===== config.mk =====
export PLATFORM = sky130hd
export DESIGN_NAME = led_pwm_bank
export DESIGN_NICKNAME = d
export VERILOG_FILES = /design/src/rtl/led_pwm_bank.sv
export SDC_FILE = /design/constraint.sdc
export NUM_CORES = 1
export LEC_CHECK = 0
export CAP_MARGIN = 10
export CORE_MARGIN = 4
export CORE_UTILIZATION = 55
export DETAILED_ROUTE_END_ITERATION = 10
export GPL_TIMING_DRIVEN = 0
export PLACE_DENSITY_LB_ADDON = 0.12
export SYNTH_ARGS = -nofsm -noshare
export SYNTH_HDL_FRONTEND = slang
export SYNTH_SLANG_ARGS = --single-unit

===== constraint.sdc =====
create_clock -name clk -period 6.7 [get_ports clk]
set_input_delay 0.67 -clock clk [delete_from_list [all_inputs] [get_ports clk]]
set_output_delay 0.67 -clock clk [all_outputs]
set_load 0.05 [all_outputs]

===== src/rtl/led_pwm_bank.sv =====
// Multi-channel LED driver: shared prescaler and phase counter, per-channel
// off/on/PWM/breathe compare with period-aligned shadowing of mode and duty.
module led_pwm_bank #(
  parameter int CHANNELS       = 4,
  parameter int CNT_WIDTH      = 8,
  parameter int PRESCALE_WIDTH = 30
) (
  input  logic                          clk,
  input  logic                          rst_n,
  input  logic                          enable,
  input  logic [PRESCALE_WIDTH-1:0]     prescale,
  input  logic [2*CHANNELS-1:0]         mode,
  input  logic [CNT_WIDTH*CHANNELS-1:0] duty,
  output logic [CHANNELS-1:0]           led,
  output logic                          tick,
  output logic                          period_start
);

  localparam logic [CNT_WIDTH-1:0] CNT_MAX = '1;

  logic [PRESCALE_WIDTH-1:0] pre_cnt;
  logic [PRESCALE_WIDTH-1:0] pre_term;
  logic                      pre_hit;
  logic [CNT_WIDTH-1:0]      cnt;
  logic                      load_pending;
  logic                      wrap;
  logic                      capture;

  logic [1:0]           shadow_mode [CHANNELS];
  logic [CNT_WIDTH-1:0] shadow_duty [CHANNELS];
  logic [CNT_WIDTH-1:0] level       [CHANNELS];
  logic                 level_down  [CHANNELS];
  logic [CHANNELS-1:0]  led_next;

  function automatic logic lit(input logic [1:0]           m,
                               input logic [CNT_WIDTH-1:0] c,
                               input logic [CNT_WIDTH-1:0] d,
                               input logic [CNT_WIDTH-1:0] l);
    case (m)
      2'b00:   return 1'b0;
      2'b01:   return 1'b1;
      2'b10:   return c < d;
      default: return c < l;
    endcase
  endfunction

  // Returns {direction_down_next, level_next}; turns around at the extremes.
  function automatic logic [CNT_WIDTH:0] breathe_step(input logic [CNT_WIDTH-1:0] lvl,
                                                      input logic                 down);
    logic [CNT_WIDTH-1:0] nl;
    if (!down) begin
      nl = lvl + CNT_WIDTH'(1);
      return {nl == CNT_MAX, nl};
    end else begin
      nl = lvl - CNT_WIDTH'(1);
      return {nl != '0, nl};
    end
  endfunction

  // A prescale of 0 behaves as 1; >= lets a lowered divide value tick at once.
  assign pre_term = (prescale == '0) ? '0 : prescale - PRESCALE_WIDTH'(1);
  assign pre_hit  = pre_cnt >= pre_term;
  assign wrap     = tick && (cnt == CNT_MAX);
  assign capture  = load_pending || wrap;

  always_ff @(posedge clk) begin
    if (!rst_n || !enable) begin
      pre_cnt      <= '0;
      cnt          <= '0;
      tick         <= 1'b0;
      period_start <= 1'b0;
      load_pending <= 1'b1;
    end else begin
      if (pre_hit) begin
        pre_cnt <= '0;
        tick    <= 1'b1;
      end else begin
        pre_cnt <= pre_cnt + PRESCALE_WIDTH'(1);
        tick    <= 1'b0;
      end
      if (tick) cnt <= cnt + CNT_WIDTH'(1);
      period_start <= wrap;
      load_pending <= 1'b0;
    end
  end

  // On the first enabled edge the shadows are being loaded, so compare against
  // the incoming settings rather than stale ones.
  always_comb begin
    led_next = '0;
    for (int i = 0; i < CHANNELS; i++) begin
      if (load_pending)
        led_next[i] = lit(mode[2*i +: 2], cnt, duty[CNT_WIDTH*i +: CNT_WIDTH], level[i]);
      else
        led_next[i] = lit(shadow_mode[i], cnt, shadow_duty[i], level[i]);
    end
  end

  always_ff @(posedge clk) begin
    if (!rst_n) begin
      led <= '0;
      for (int i = 0; i < CHANNELS; i++) begin
        shadow_mode[i] <= 2'b00;
        shadow_duty[i] <= '0;
        level[i]       <= '0;
        level_down[i]  <= 1'b0;
      end
    end else if (!enable) begin
      led <= '0;
    end else begin
      led <= led_next;
      for (int i = 0; i < CHANNELS; i++) begin
        if (capture) begin
          shadow_mode[i] <= mode[2*i +: 2];
          shadow_duty[i] <= duty[CNT_WIDTH*i +: CNT_WIDTH];
        end
        // The breathe step follows the mode being captured on this wrap.
        if (wrap && (mode[2*i +: 2] == 2'b11))
          {level_down[i], level[i]} <= breathe_step(level[i], level_down[i]);
      end
    end
  end

endmodule

==> summary.md <==
| Metric | Value |
|---|---|
| Setup Viol. Count Final | 0 |
| Post-synthesis sequential area ratio | just under 30% |
| Arr. time, crit path | 5260 ps |
| Core ar. | 16700 µm² |
| Asr flop ratio synth | 0% |
| Largest net degree at the start of global routing | 23 |
| Syn_nets | 1340 |
| Post-synth EDFFs | 40 |
| Synth Flop Type | dfxtp_1 |
| Pwr dens | between 150 and 200 nW/µm² |
| Final period utilization | 74.3% |
| Final instance area | 11200 µm² |
| Post-DP HPWL | 17300 µm |
| Total CTS buffers | 17 |
| Yosys warnings | 0 |
| Post-cts resize count | 0 |
| Critical Path, Cell by Cell | clkdlybuf4s50_1 -> nor4_1 -> nand2_1 -> nor3_1 -> nand3_1 -> o31a_1 -> o21ai_0 -> ha_1 -> nand4_1 -> nor3_1 -> nand3_1 -> o21ai_0 -> clkbuf_1 -> nor2_1 |
| Synth Area in Adders | 17.6% |
| DRC | 0 |
| Die W | 139 µm |
| # nets final | 1439 |
| Row cnt | 47 |
| DRT Pass-1 Iters | 5 |
| RSZ-0062 raised after global routing | no |
| Mux cell area share after synthesis | 0.529% |
| Hold WC Path Type | flip-flop to flip-flop |
| Max Slew Vio Count | 0 |
| Overall routed net length | 23300 µm |
| Max Fclk | 201 MHz |
| Die Height | 139 µm |
| Starting DRT DRC Count | 434 |
| CP peak stage delay | 530 ps |
| Clk_skew | 8.08 ps |
| Max Root-Sink Buffers | 2 |
| Synth Area in Compound Gates | 12.4% |
| Critical path fanouts, max | 10 |
| Largest family of logic cells by synthesized area | simple AND/OR/NAND/NOR gates |
| CP Data Required Time | 6980 ps |
| Vias/cell | about 5.7 |
| Synth unique cells | 64 |
| First-pass GRT wire length | 38500 µm |
| Post-Synth Simple-Gate Area | 24.3% |
| Clock Latency Late Sink | 420 ps |
| Final min period | 4980 ps |
| CP startpoint kind | primary input |
| Area grow syn2layout | 18.3% |
| Worst IR drop on VDD | 0.000184 V |
| Vias in the first global route | just under 8000 |
| Crit path max-delay cell type | nor3_1 |
| Hold buffers post-CTS | 0 |
| Total leakage power | 4.64 nW |
| Worst-path clk slew | 50 ps |
| Grt total ovfl | 0 |
| Avg WL per Cell | 15.9 µm |
| DP Area | 10500 µm² |
| Final hold viol count | 0 |
| Port bufs | 78 |
| XOR/XNOR Fraction of Synth Area | 9.54% |
| Starting density of the core | ~57% |
| DR vias | 8289 |
| Final TNS setup | 0 ps |
| Post-synthesis register bit count | about 120 |
| Top delay family on crit path | simple AND/OR/NAND/NOR gates |
| Dpl ws | 1590 ps |
| Type of the worst setup path | primary input to flip-flop |
| Setup Fix Bufs, Post-CTS | 0 |
| H-tree Lvls | 4 |
| GPL Wtd Cong | 0.887 |
| Critical Path End Type | flip-flop |
| Final Worst Setup Slack | 1720 ps |
| Post-layout power | 0.00196 W |
| Mapped Cells | approximately 1100 |
| Clock sink total | between 100 and 150 |
| Slew @ Worst Pin | 1160 ps |
| Status | complete, no violations |
| I/O pins | between 70 and 80 |
| CTS tree | yes |
| Die ar. | just under 20000 µm² |
| Max-cap violations | 0 |
| ANT nets after route | 0 |
| Total track usage | roughly 24% |
| Final worst hold slack | about 480 ps |
| Antenna cells | 0 |
| Root Driver | clkbuf_16 |
| Layout cells sized above 1 | around 3.6% |
| Rel. slew slack | between 20% and 30% |
| Initial antenna violation count | 0 |
| CP Buf/Inv Count | 2 |
| Syn_area_per_cell | roughly 8.3 µm² |
| Post-Synthesis Cell Area | 9460 µm² |
flip-flops by register name (all words and copies together) (netlist names):
signal        cells
load_pending      1
led               4
shadow_duty      32
level_down        4
pre_cnt          30
period_start      1
shadow_mode       8
level            32
cnt               8
tick              1
worst paths after layout:
check         startpoint            end  slack, ps  cells after the start
max reg2reg       cnt[1]  level_down[1]       3010                      7
max          prescale[3]    pre_cnt[21]       1720                     14
min reg2reg   pre_cnt[0]     pre_cnt[0]        480                      1
min           pre_cnt[0]     pre_cnt[0]        480                      1
logic make-up after synthesis:
family / after synthesis
AND/OR/NAND/NOR: 446
AO/OA/AOI/OAI: 184
buffers and inverters: 142
adder cells (fa/ha/maj): 133
flip-flops: 121
XOR/XNOR: 103
multiplexers: 5
area by class of cell:
| type | count | area (µm²) |
|---|---|---|
| multi-input combinational | 871 | 6090 |
| fill | 1446 | 5510 |
| sequential | 121 | 2820 |
| timing repair buffer | 80 | 813 |
| clock buffer | 26 | 532 |
| inverter | 108 | 405 |
| tap | 220 | 275 |
| buffer | 34 | 145 |
| clock inverter | 6 | 108 |
where the power goes:
| part | internal (W) | switching [W] |
|---|---|---|
| clock | 0.000658 | 0.000332 |
| combinational | 0.0000879 | 0.0000973 |
| sequential | 0.000778 | 0.00000749 |
cell usage after synthesis, types with 33 or more instances:
master	count	area share [%]
inv_1	107	4.2
nor2_1	80	3.2
nand2_1	101	4.0
a21oi_1	51	2.7
nor3_1	36	1.9
edfxtp_1	40	13
dfxtp_1	81	17
xor2_1	33	3.1
xnor2_1	70	6.5
nand3_1	45	2.4
and2_1	63	4.2
nand4_1	33	2.2
o21ai_0	50	2.6
ha_1	133	18
stage by stage:
step	std cells	util, %
2_1_floorplan	1134	-
3_3_place_gp	1432	63.0
3_5_place_dp	1433	63.1
4_1_cts	1465	67.0
5_1_grt	1466	67.0
6_report	1466	67.0
cell usage in the layout, fill, tap and decap left out, drive strengths merged, types with 37 or more instances in the layout:
master and count:
ha 133, inv 107, nand2 102, dfxtp 81
nor2 80, clkdlybuf4s50 78, xnor2 70, and2 63
clkbuf 58, a21oi 51, o21ai 50, nand3 45
edfxtp 40, nor3 37
per-layer routing:
layer,share of wire (%),up-vias,track usage [%]
met2,48,202,41.0
met4,1.9,0,7.72
met1,46,3875,31.0
met3,4.7,29,4.28
li1,-,4183,-
met5,0,-,0
No activity file was read; power rests on OpenSTA's default activity.
